**src/rtl/qpsk_frame_sync_if.sv**
```systemverilog
// Symbol-in / byte-out bus for the QPSK frame synchroniser.
// master: symbol producer and byte consumer (testbench or upstream glue).
// slave:  the frame synchroniser itself.
interface qpsk_frame_sync_if;
  logic        sym_valid;
  logic        i_bit;
  logic        q_bit;
  logic [7:0]  byte_out;
  logic        byte_valid;
  logic        frame_start;
  logic        frame_end;
  logic        locked;
  logic [15:0] frame_cnt;

  modport master (
    output sym_valid, i_bit, q_bit,
    input  byte_out, byte_valid, frame_start, frame_end, locked, frame_cnt
  );

  modport slave (
    input  sym_valid, i_bit, q_bit,
    output byte_out, byte_valid, frame_start, frame_end, locked, frame_cnt
  );
endinterface

```
**src/rtl/qpsk_frame_sync.sv**
```systemverilog
// QPSK frame synchroniser.
// Serialises hard-decided symbols (I bit first), hunts for a sync word with
// a bounded Hamming distance at either bit alignment inside a symbol, then
// packs a fixed number of payload bytes MSB-first and returns to the hunt.
module qpsk_frame_sync #(
  parameter int unsigned          SYNC_LEN      = 16,
  parameter logic [SYNC_LEN-1:0]  SYNC_WORD     = 16'h1ACF,
  parameter int unsigned          PAYLOAD_BYTES = 8,
  parameter int unsigned          MAX_ERR       = 1
) (
  input  logic                     clk,
  input  logic                     rst_n,
  qpsk_frame_sync_if.slave         bus
);

  localparam int unsigned FILL_W = $clog2(SYNC_LEN + 1) + 1;
  localparam int unsigned DIST_W = $clog2(SYNC_LEN + 1);
  localparam logic [FILL_W-1:0] SYNC_LEN_F = FILL_W'(SYNC_LEN);
  localparam logic [DIST_W-1:0] MAX_ERR_D  =
    DIST_W'((MAX_ERR > SYNC_LEN) ? SYNC_LEN : MAX_ERR);
  localparam logic [7:0] LAST_IDX = 8'(PAYLOAD_BYTES - 1);

  typedef enum logic [0:0] {
    ST_SEARCH  = 1'b0,
    ST_PAYLOAD = 1'b1
  } state_t;

  // Number of positions where the two words differ.
  function automatic logic [DIST_W-1:0] hamming(
    input logic [SYNC_LEN-1:0] a,
    input logic [SYNC_LEN-1:0] b
  );
    logic [DIST_W-1:0] cnt;
    cnt = '0;
    for (int k = 0; k < int'(SYNC_LEN); k++) begin
      cnt = cnt + {{(DIST_W-1){1'b0}}, a[k] ^ b[k]};
    end
    return cnt;
  endfunction

  // State and datapath registers
  state_t              state_r;
  logic [SYNC_LEN-1:0] sr_r;
  logic [FILL_W-1:0]   fill_r;
  logic [7:0]          acc_r;
  logic [2:0]          bit_cnt_r;
  logic [7:0]          byte_idx_r;
  logic [7:0]          byte_out_r;
  logic                byte_valid_r;
  logic                frame_start_r;
  logic                frame_end_r;
  logic                locked_r;
  logic [15:0]         frame_cnt_r;

  // Next-state values
  state_t              state_s;
  logic [SYNC_LEN-1:0] sr_s;
  logic [FILL_W-1:0]   fill_s;
  logic [7:0]          acc_s;
  logic [2:0]          bit_cnt_s;
  logic [7:0]          byte_idx_s;
  logic [7:0]          byte_out_s;
  logic                byte_valid_s;
  logic                frame_start_s;
  logic                frame_end_s;
  logic                locked_s;
  logic [15:0]         frame_cnt_s;

  // Sync search: window ending on the I bit (A) and on the Q bit (B)
  logic [SYNC_LEN-1:0] form_a_s;
  logic [SYNC_LEN-1:0] form_b_s;
  logic                match_a_s;
  logic                match_b_s;

  assign form_a_s  = {sr_r[SYNC_LEN-2:0], bus.i_bit};
  assign form_b_s  = {sr_r[SYNC_LEN-3:0], bus.i_bit, bus.q_bit};
  assign match_a_s = ((fill_r + FILL_W'(1)) >= SYNC_LEN_F) &&
                     (hamming(form_a_s, SYNC_WORD) <= MAX_ERR_D);
  assign match_b_s = ((fill_r + FILL_W'(2)) >= SYNC_LEN_F) &&
                     (hamming(form_b_s, SYNC_WORD) <= MAX_ERR_D);

  // Byte assembler: the I bit is shifted first, then the Q bit
  logic       done_i_s;
  logic       done_q_s;
  logic [7:0] acc_i_s;
  logic [7:0] acc_q_s;
  logic [2:0] cnt_i_s;
  logic       last_s;

  assign done_i_s = (bit_cnt_r == 3'd7);
  assign acc_i_s  = {acc_r[6:0], bus.i_bit};
  assign cnt_i_s  = bit_cnt_r + 3'd1;
  assign done_q_s = !done_i_s && (cnt_i_s == 3'd7);
  assign acc_q_s  = {acc_i_s[6:0], bus.q_bit};
  assign last_s   = (byte_idx_r == LAST_IDX);

  // Next-state and output decode for the SEARCH/PAYLOAD controller
  always_comb begin
    state_s       = state_r;
    sr_s          = sr_r;
    fill_s        = fill_r;
    acc_s         = acc_r;
    bit_cnt_s     = bit_cnt_r;
    byte_idx_s    = byte_idx_r;
    byte_out_s    = byte_out_r;
    byte_valid_s  = 1'b0;
    frame_start_s = 1'b0;
    frame_end_s   = 1'b0;
    locked_s      = locked_r;
    frame_cnt_s   = frame_cnt_r;
    if (bus.sym_valid) begin
      case (state_r)
        ST_SEARCH: begin
          if (match_a_s) begin
            // Sync ended on the I bit; Q is the first payload bit.
            state_s    = ST_PAYLOAD;
            locked_s   = 1'b1;
            acc_s      = {7'd0, bus.q_bit};
            bit_cnt_s  = 3'd1;
            byte_idx_s = 8'd0;
          end else if (match_b_s) begin
            state_s    = ST_PAYLOAD;
            locked_s   = 1'b1;
            acc_s      = 8'd0;
            bit_cnt_s  = 3'd0;
            byte_idx_s = 8'd0;
          end else begin
            sr_s   = form_b_s;
            fill_s = ((fill_r + FILL_W'(2)) >= SYNC_LEN_F) ? SYNC_LEN_F
                                                           : fill_r + FILL_W'(2);
          end
        end
        ST_PAYLOAD: begin
          if (done_i_s || done_q_s) begin
            byte_valid_s  = 1'b1;
            byte_out_s    = done_i_s ? acc_i_s : acc_q_s;
            frame_start_s = (byte_idx_r == 8'd0);
            if (last_s) begin
              // Frame complete; a leftover Q bit seeds the next search.
              frame_end_s = 1'b1;
              frame_cnt_s = frame_cnt_r + 16'd1;
              locked_s    = 1'b0;
              state_s     = ST_SEARCH;
              acc_s       = 8'd0;
              bit_cnt_s   = 3'd0;
              byte_idx_s  = 8'd0;
              if (done_i_s) begin
                sr_s   = {{(SYNC_LEN-1){1'b0}}, bus.q_bit};
                fill_s = FILL_W'(1);
              end else begin
                sr_s   = '0;
                fill_s = '0;
              end
            end else begin
              byte_idx_s = byte_idx_r + 8'd1;
              if (done_i_s) begin
                acc_s     = {7'd0, bus.q_bit};
                bit_cnt_s = 3'd1;
              end else begin
                acc_s     = 8'd0;
                bit_cnt_s = 3'd0;
              end
            end
          end else begin
            acc_s     = acc_q_s;
            bit_cnt_s = cnt_i_s + 3'd1;
          end
        end
        default: begin
          state_s  = ST_SEARCH;
          sr_s     = '0;
          fill_s   = '0;
          locked_s = 1'b0;
        end
      endcase
    end else begin
      state_s = state_r;
    end
  end

  // Register all state and outputs; reset clears everything at once
  always_ff @(posedge clk or negedge rst_n) begin
    if (!rst_n) begin
      state_r       <= ST_SEARCH;
      sr_r          <= '0;
      fill_r        <= '0;
      acc_r         <= 8'd0;
      bit_cnt_r     <= 3'd0;
      byte_idx_r    <= 8'd0;
      byte_out_r    <= 8'd0;
      byte_valid_r  <= 1'b0;
      frame_start_r <= 1'b0;
      frame_end_r   <= 1'b0;
      locked_r      <= 1'b0;
      frame_cnt_r   <= 16'd0;
    end else begin
      state_r       <= state_s;
      sr_r          <= sr_s;
      fill_r        <= fill_s;
      acc_r         <= acc_s;
      bit_cnt_r     <= bit_cnt_s;
      byte_idx_r    <= byte_idx_s;
      byte_out_r    <= byte_out_s;
      byte_valid_r  <= byte_valid_s;
      frame_start_r <= frame_start_s;
      frame_end_r   <= frame_end_s;
      locked_r      <= locked_s;
      frame_cnt_r   <= frame_cnt_s;
    end
  end

  assign bus.byte_out    = byte_out_r;
  assign bus.byte_valid  = byte_valid_r;
  assign bus.frame_start = frame_start_r;
  assign bus.frame_end   = frame_end_r;
  assign bus.locked      = locked_r;
  assign bus.frame_cnt   = frame_cnt_r;

endmodule

```
**src/flat_wrapper.sv**
```systemverilog
// flat-port wrapper written by rule: the top's interface ports become plain ports
module qpsk_frame_sync_flat 
#(
  parameter int unsigned          SYNC_LEN      = 16,
  parameter logic [SYNC_LEN-1:0]  SYNC_WORD     = 16'h1ACF,
  parameter int unsigned          PAYLOAD_BYTES = 8,
  parameter int unsigned          MAX_ERR       = 1
)
  (clk, rst_n, bus_sym_valid, bus_i_bit, bus_q_bit, bus_byte_out, bus_byte_valid, bus_frame_start, bus_frame_end, bus_locked, bus_frame_cnt);
  qpsk_frame_sync_if bus_i ();
  input  logic clk;
  input  logic rst_n;
  input wire logic [$bits(bus_i.sym_valid)-1:0] bus_sym_valid;
  input wire logic [$bits(bus_i.i_bit)-1:0] bus_i_bit;
  input wire logic [$bits(bus_i.q_bit)-1:0] bus_q_bit;
  output wire logic [$bits(bus_i.byte_out)-1:0] bus_byte_out;
  output wire logic [$bits(bus_i.byte_valid)-1:0] bus_byte_valid;
  output wire logic [$bits(bus_i.frame_start)-1:0] bus_frame_start;
  output wire logic [$bits(bus_i.frame_end)-1:0] bus_frame_end;
  output wire logic [$bits(bus_i.locked)-1:0] bus_locked;
  output wire logic [$bits(bus_i.frame_cnt)-1:0] bus_frame_cnt;
  assign bus_i.sym_valid = bus_sym_valid;
  assign bus_i.i_bit = bus_i_bit;
  assign bus_i.q_bit = bus_q_bit;
  assign bus_byte_out = bus_i.byte_out;
  assign bus_byte_valid = bus_i.byte_valid;
  assign bus_frame_start = bus_i.frame_start;
  assign bus_frame_end = bus_i.frame_end;
  assign bus_locked = bus_i.locked;
  assign bus_frame_cnt = bus_i.frame_cnt;
  qpsk_frame_sync #(.SYNC_LEN(SYNC_LEN), .SYNC_WORD(SYNC_WORD), .PAYLOAD_BYTES(PAYLOAD_BYTES), .MAX_ERR(MAX_ERR)) u_core (.clk(clk), .rst_n(rst_n), .bus(bus_i));
endmodule
```
**config.mk**
```make
export PLATFORM = sky130hd
export DESIGN_NAME = qpsk_frame_sync_flat
export DESIGN_NICKNAME = d
export VERILOG_FILES = /design/src/rtl/qpsk_frame_sync_if.sv /design/src/rtl/qpsk_frame_sync.sv /design/src/flat_wrapper.sv
export SDC_FILE = /design/constraint.sdc
export NUM_CORES = 1
export LEC_CHECK = 0
export CORE_ASPECT_RATIO = 1.2
export CORE_MARGIN = 1.5
export CORE_UTILIZATION = 35
export DETAILED_ROUTE_END_ITERATION = 10
export PLACE_DENSITY = 0.63
export SLEW_MARGIN = 20
export SYNTH_ARGS = -nofsm -noshare
export SYNTH_HDL_FRONTEND = slang
export SYNTH_SLANG_ARGS = --single-unit
```
**constraint.sdc**
```tcl
create_clock -name clk -period 7 [get_ports clk]
set_clock_uncertainty 0.05 [all_clocks]
set_input_delay 2.1 -clock clk [delete_from_list [all_inputs] [get_ports clk]]
set_output_delay 2.1 -clock clk [all_outputs]
set_load 0.02 [all_outputs]
```
==> Yosys cells after proc, flatten, opt, wreduce, memory -nomap -nowiden <==
Index checks and enable logic that the tools add are counted.
{ "op_classes": {"mux": 50, "bitwise": 14, "n_reduce_logical": 12, "addsub": 36, "eq_ne": 8, "order_cmp": 4} }
{ "op_table": {"columns": ["op", "n"], "rows": [
  ["adder 5 x 1 -> 5 bit", 28],
  ["2-to-1 mux 15 bit", 4],
  ["2-to-1 mux 8 bit", 5],
  ["2-to-1 mux 6 bit", 5],
  ["one-hot mux 15 bit (2 select lines)", 1],
  ["2-to-1 mux 1 bit", 23],
  ["adder 16 x 1 -> 16 bit, second input constant", 1],
  ["one-hot mux 8 bit (2 select lines)", 1],
  ["2-to-1 mux 7 bit", 2],
  ["inverter 1 bit", 14],
  ["one-hot mux 7 bit (2 select lines)", 1],
  ["greater-or-equal comparator 6 x 5 -> 1 bit, second input constant", 2],
  ["2-to-1 mux 3 bit", 4],
  ["one-hot mux 6 bit (2 select lines)", 1],
  ["<= comparator 5 x 1 -> 1 bit, second input constant", 2],
  ["adder 8 x 1 -> 8 bit, second input constant", 1],
  ["equality test 8 x 3 -> 1 bit, second input constant", 1],
  ["zero test 8 bit", 1],
  ["inequality test 2 bit, second input constant", 4],
  ["AND reduction 4 bit", 2],
  ["adder 3 x 1 -> 3 bit, second input constant", 2],
  ["adder 6 x 1 -> 6 bit, second input constant", 1],
  ["adder 6 x 2 -> 6 bit, second input constant", 1],
  ["equality test 3 bit, second input constant", 2],
  ["10 further kinds", 15]
]} }
{ "totals": {"output_inout_bits": 28, "reg_bits": 68, "word_cells": 136} }

==> Logic depth before layout (Yosys ltp) <==
{ "logic_depth": {"word_depth": 21, "mapped_depth": 17} }

==> Worst setup path after synthesis <==
No wires, ideal clock.
{ "synth_path": {"path_kind": "input to register", "startpoint": "input bus_i_bit", "endpoint": "register u_core.byte_idx_r[2]", "setup_slack_ns": -0.019, "arrival_ns": 6.834, "cell_stages": 17, "path_buffers": 1, "cell_sequence": "inv_1 -> ha_1 -> fa_1 -> inv_1 -> fa_1 -> fa_1 -> inv_1 -> fa_1 -> fa_1 -> inv_1 -> fa_1 -> or3b_1 -> a211oi_1 -> a31oi_1 -> a21oi_1 -> clkbuf_1 -> o211ai_1"} }
{ "synth_via": {"elab_chain_cells": 20, "word_cells_on_any_way": 39, "cone_classes": "add/sub: 30; order compare: 2; eq/ne: 1; mux: 2; bitwise: 1; reduce/logical: 3"} }
{ "synth_lines": {"columns": ["element", "line_no", "rtl"], "rows": [
  ["start: declaration", "flat_wrapper.sv:14", "input wire logic [$bits(bus_i.i_bit)-1:0] bus_i_bit;"],
  ["inverter 1 bit (no line) *", null, null],
  ["adder 1 x 1 -> 2 bit", "qpsk_frame_sync.sv:36", "cnt = cnt + {{(DIST_W-1){1'b0}}, a[k] ^ b[k]};"],
  ["adder 5 x 1 -> 5 bit (14 in series)", "qpsk_frame_sync.sv:36", null],
  ["<= comparator 5 x 1 -> 1 bit, on equally long branches", "qpsk_frame_sync.sv:80, qpsk_frame_sync.sv:78", null],
  ["logical AND 1 bit, on equally long branches", "qpsk_frame_sync.sv:79, qpsk_frame_sync.sv:77", null],
  ["inequality test 3 x 1 -> 1 bit (no line) or 2-to-1 mux 8 bit (tied branches)", null, null],
  ["AND reduction 3 bit (no line) or one-hot mux 8 bit (2 select lines) (tied branches)", null, null],
  ["end signal: assignment", "qpsk_frame_sync.sv:202", "byte_idx_r <= byte_idx_s;"],
  ["end: declaration", "qpsk_frame_sync.sv:47", "logic [7:0] byte_idx_r;"]
]} }
Mark *: on every way between the ends. The rest lies on a longest branch, timed or not.
A chain may end at the register's enable or synchronous reset.

==> Worst setup path after layout <==
{ "layout_path": {"startpoint": "input bus_i_bit", "endpoint": "register u_core.sr_r[2]"} }
{ "layout_via": {"elab_chain_cells": 20, "word_cells_on_any_way": 38, "cone_classes": "add/sub: 30; order compare: 2; eq/ne: 2; bitwise: 1; reduce/logical: 3"} }
{ "layout_lines": {"columns": ["element", "line_no", "rtl"], "rows": [
  ["inverter 1 bit (no line) *", null, null],
  ["adder 1 x 1 -> 2 bit", "qpsk_frame_sync.sv:36", null],
  ["adder 5 x 1 -> 5 bit (14 in series)", "qpsk_frame_sync.sv:36", null],
  ["<= comparator 5 x 1 -> 1 bit, on equally long branches", "qpsk_frame_sync.sv:78, qpsk_frame_sync.sv:80", null],
  ["logical AND 1 bit, on equally long branches", "qpsk_frame_sync.sv:77, qpsk_frame_sync.sv:79", null],
  ["inequality test 2 bit (no line)", null, null],
  ["AND reduction 5 bit (no line) *", null, null],
  ["end signal: assignment", "qpsk_frame_sync.sv:198", "sr_r <= sr_s;"],
  ["end: declaration", "qpsk_frame_sync.sv:43", "logic [SYNC_LEN-1:0] sr_r;"]
]} }
Marked as above.

==> summary.md <==
| Metric | Value |
|---|---|
| Outcome | complete, no violations |
| Vias in the first global route | between 2000 and 3000 |
| Global-route wire length before repair | roughly 14000 um |
| Async SR Flop Fraction | 1.00 |
| Layout area overhead | 26.1% |
| Commonest register cell after synthesis | dfrtp_1 |
| Adder-Cell Fraction of Synth Area | 0.151 |
| Final Max Slew Viols | 0 |
| Syn Area/Cell | 10.2 um^2 |
| RSZ-0062 raised after global routing | false |
| Post-synth cell types | 50 |
| Largest family of logic cells by synthesized area | adder cells |
| Crit end category | flip-flop |
| # DRC | 0 |
| Synth Area in XOR/XNOR | 0.0360 |
| Final hold violation count | 0 |
| H-tree lvl count | 3 |
| Syn_nets | between 400 and 500 |
| Initial DRC count | between 100 and 150 |
| Seq/Total Area, Yosys | 0.438 |
| Root Buffer | clkbuf_16 |
| Gr ovfl total | 0 |
| Die width | a little under 100 um |
| Max-cap violations | 0 |
| Fin area | 4900 um^2 |
| Die area | between 10000 and 15000 um^2 |
| Aggregate routed wire length | around 8100 um |
| Actual slew at the worst max-slew pin | 0.871 ns |
| Post-Synth Simple-Gate Area | 0.147 |
| Post-placement cell area | 4430 um^2 |
| Critical path type | in -> reg |
| Arr. time, crit path | about 6.9 ns |
| First drt pass iteration count | 4 |
| Clk Latency, worst-skew pair | roughly 0.33 ns |
| Core area | around 11000 um^2 |
| YS warnings | 0 |
| Fin nets | around 470 |
| WP data required | 7.16 ns |
| I/O Buffers | 32 |
| All-Layer GR Usage | 0.150 |
| Largest net degree at the start of global routing | 69 |
| Post-route ant nets | 0 |
| Sink Count | 68 |
| Final period util | 0.960 |
| Number of synthesized flops with an enable pin | 0 |
| TritonCTS Buffers | 9 |
| Hpwl dp | around 5700 um |
| Die Y | roughly 120 um |
| Clk slew on worst S/H paths | 0.05 ns |
| Mux contribution to synthesized area | 0.0508 |
| Wire per inst | approximately 14 um |
| CTS tree | done |
| Max Freq | 0.149 GHz |
| Critical path launch point type | input pin |
| Max Root-Sink Buffers | 2 |
| Io pins | 33 |
| Starting Density | 0.356 |
| Worst-path maximum fanout | 6 |
| Cell count after synthesis | ~380 |
| Share of the synthesized area in the top cell type | 0.438 |
| Initial antenna violation count | 0 |
| Vias/cell | between 5 and 6 |
| Final setup vio count | 0 |
| Synthesized flop and latch total | a little under 70 |
| Vias | roughly 2900 |
| Final Critical Period | roughly 6.7 ns |
| Share of cells above drive strength 1 | 0.132 |
| R2R Setup Slk | about 1.7 ns |
| Dominant cell type by area after synthesis | dfrtp_1 |
| Compound-Gate Fraction of Synth Area | 0.102 |
| Post-Syn Area | 3890 um^2 |
| GP Congestion | 0.824 |
| Worst rel slew slack | 0.419 |
| Post-CTS Hold Fix Bufs | 0 |
| FP Rows | 42 |
| N_diodes | 0 |
| Synth area leaders | dfrtp_1 44%, fa_1 10%, inv_1 5.6% |
| Hold Crit Class | reg -> reg |
==> final cells by class <==
class,count,area (um^2)
inverter,59,221
clock inverter,6,111
sequential,68,1700
clock buffer,10,239
tap,132,165
fill,1051,6030
multi-input combinational,243,1960
timing repair buffer,53,510
==> synth_stat cells (4+ instances only) <==
master    count
a21oi_1      12
and3_1        4
clkbuf_1      9
dfrtp_1      68
fa_1         20
ha_1         15
inv_1        58
mux2i_1      16
nand2_1      37
nand3_1      14
nand4_1      16
nor2_1       15
nor3_1        7
o211ai_1      8
o21ai_0      18
xnor2_1      10
xor2_1        6
==> per-stage QoR <==
stage / setup WS (ns) / std cells / hold WS [ns] / setup TNS, ns / utilization
floorplan: 0.0342 / 383 / 0.419 / 0 / -
global placement: -0.488 / 549 / 0.408 / -17.10 / 0.405
detailed placement: -0.632 / 549 / 0.414 / -22.50 / 0.405
CTS: 0.0401 / 569 / 0.422 / 0 / 0.446
global route: 0.115 / 571 / 0.450 / 0 / 0.449
finish: 0.279 / 571 / 0.415 / 0 / 0.449
==> flip-flops by register name, summed over array words and instances (netlist names) <==
register	cells
u_core.bus.byte_valid	1
u_core.bus.byte_out	8
u_core.bus.locked	1
u_core.bus.frame_cnt	16
u_core.sr_r	15
u_core.state_r	1
u_core.bus.frame_start	1
u_core.bit_cnt_r	3
u_core.fill_r	6
u_core.bus.frame_end	1
u_core.acc_r	7
u_core.byte_idx_r	8
==> cells in the final DEF, fill, tap and decap left out, drive strengths merged, types with 3 or more instances in the layout <==
cell / count
buf: 22
xor2: 6
xnor2: 10
fa: 20
nand4: 16
nand2: 37
nor3: 8
dfrtp: 68
mux2: 3
or4: 4
ha: 15
nand3: 14
o21ai: 21
mux2i: 16
bufinv: 3
a211o: 3
clkinv: 3
inv: 58
a31oi: 3
and3: 4
o31a: 3
nor2: 15
a21oi: 12
o211ai: 8
clkdlybuf4s50: 29
clkbuf: 11
==> logic make-up (layout without fill, tap and decap cells) <==
family	count (synthesis)	in the layout
simple gates	112	112
buf+inv	72	128
flops	68	68
compound gates	61	61
fa+ha+maj	35	35
mux	19	19
xor+xnor	16	16
==> what timing repair did <==
| action | CTS | global route |
|---|---|---|
| hold endpoints to repair | 0 | 0 |
| buffers inserted | 3 | 2 |
| pin swaps | 11 | 9 |
| gates cloned | 1 | 0 |
| setup endpoints to repair | 41 | 13 |
| gates resized for setup | 10 | 9 |
==> path summary, 6_finish.rpt <==
kind | startpoint | endpoint | cells after the start
min reg2reg | u_core.bus.frame_cnt[15]$_DFFE_PN0P_ | u_core.bus.frame_cnt[15]$_DFFE_PN0P_ | 1
max | bus_i_bit | u_core.sr_r[2]$_DFFE_PN0P_ | 21
min in group asynchronous | rst_n | u_core.bus.frame_cnt[9]$_DFFE_PN0P_ | 2
min | u_core.bus.frame_cnt[15]$_DFFE_PN0P_ | u_core.bus.frame_cnt[15]$_DFFE_PN0P_ | 1
max in group asynchronous | rst_n | u_core.bus.byte_out[0]$_DFFE_PN0P_ | 2
max reg2reg | u_core.sr_r[0]$_DFFE_PN0P_ | u_core.sr_r[2]$_DFFE_PN0P_ | 18
==> routing by layer <==
layer / routed length [um] / up-vias / track usage
met5: 0 / - / 0
met1: 3780 / 1432 / 0.201
met4: 103 / 0 / 0.0458
met3: 293 / 11 / 0.0331
li1: - / 1397 / -
met2: 3910 / 65 / 0.242
==> worst max-delay path, stage by stage <==
cell	delay, ns
clkbuf_2	0.10
inv_2	0.05
buf_4	0.13
ha_4	0.21
fa_1	0.53
inv_1	0.05
fa_1	0.50
fa_1	0.51
inv_1	0.05
fa_1	0.50
fa_2	0.39
inv_2	0.06
fa_1	0.40
nor3b_2	0.16
buf_4	0.13
o31a_1	0.10
a31oi_2	0.23
o21ai_2	0.08
buf_6	0.15
buf_4	0.14
mux2_4	0.29
Power is not shown: default switching activity piles up to over one toggle a cycle in this logic, so the estimate is an artifact.
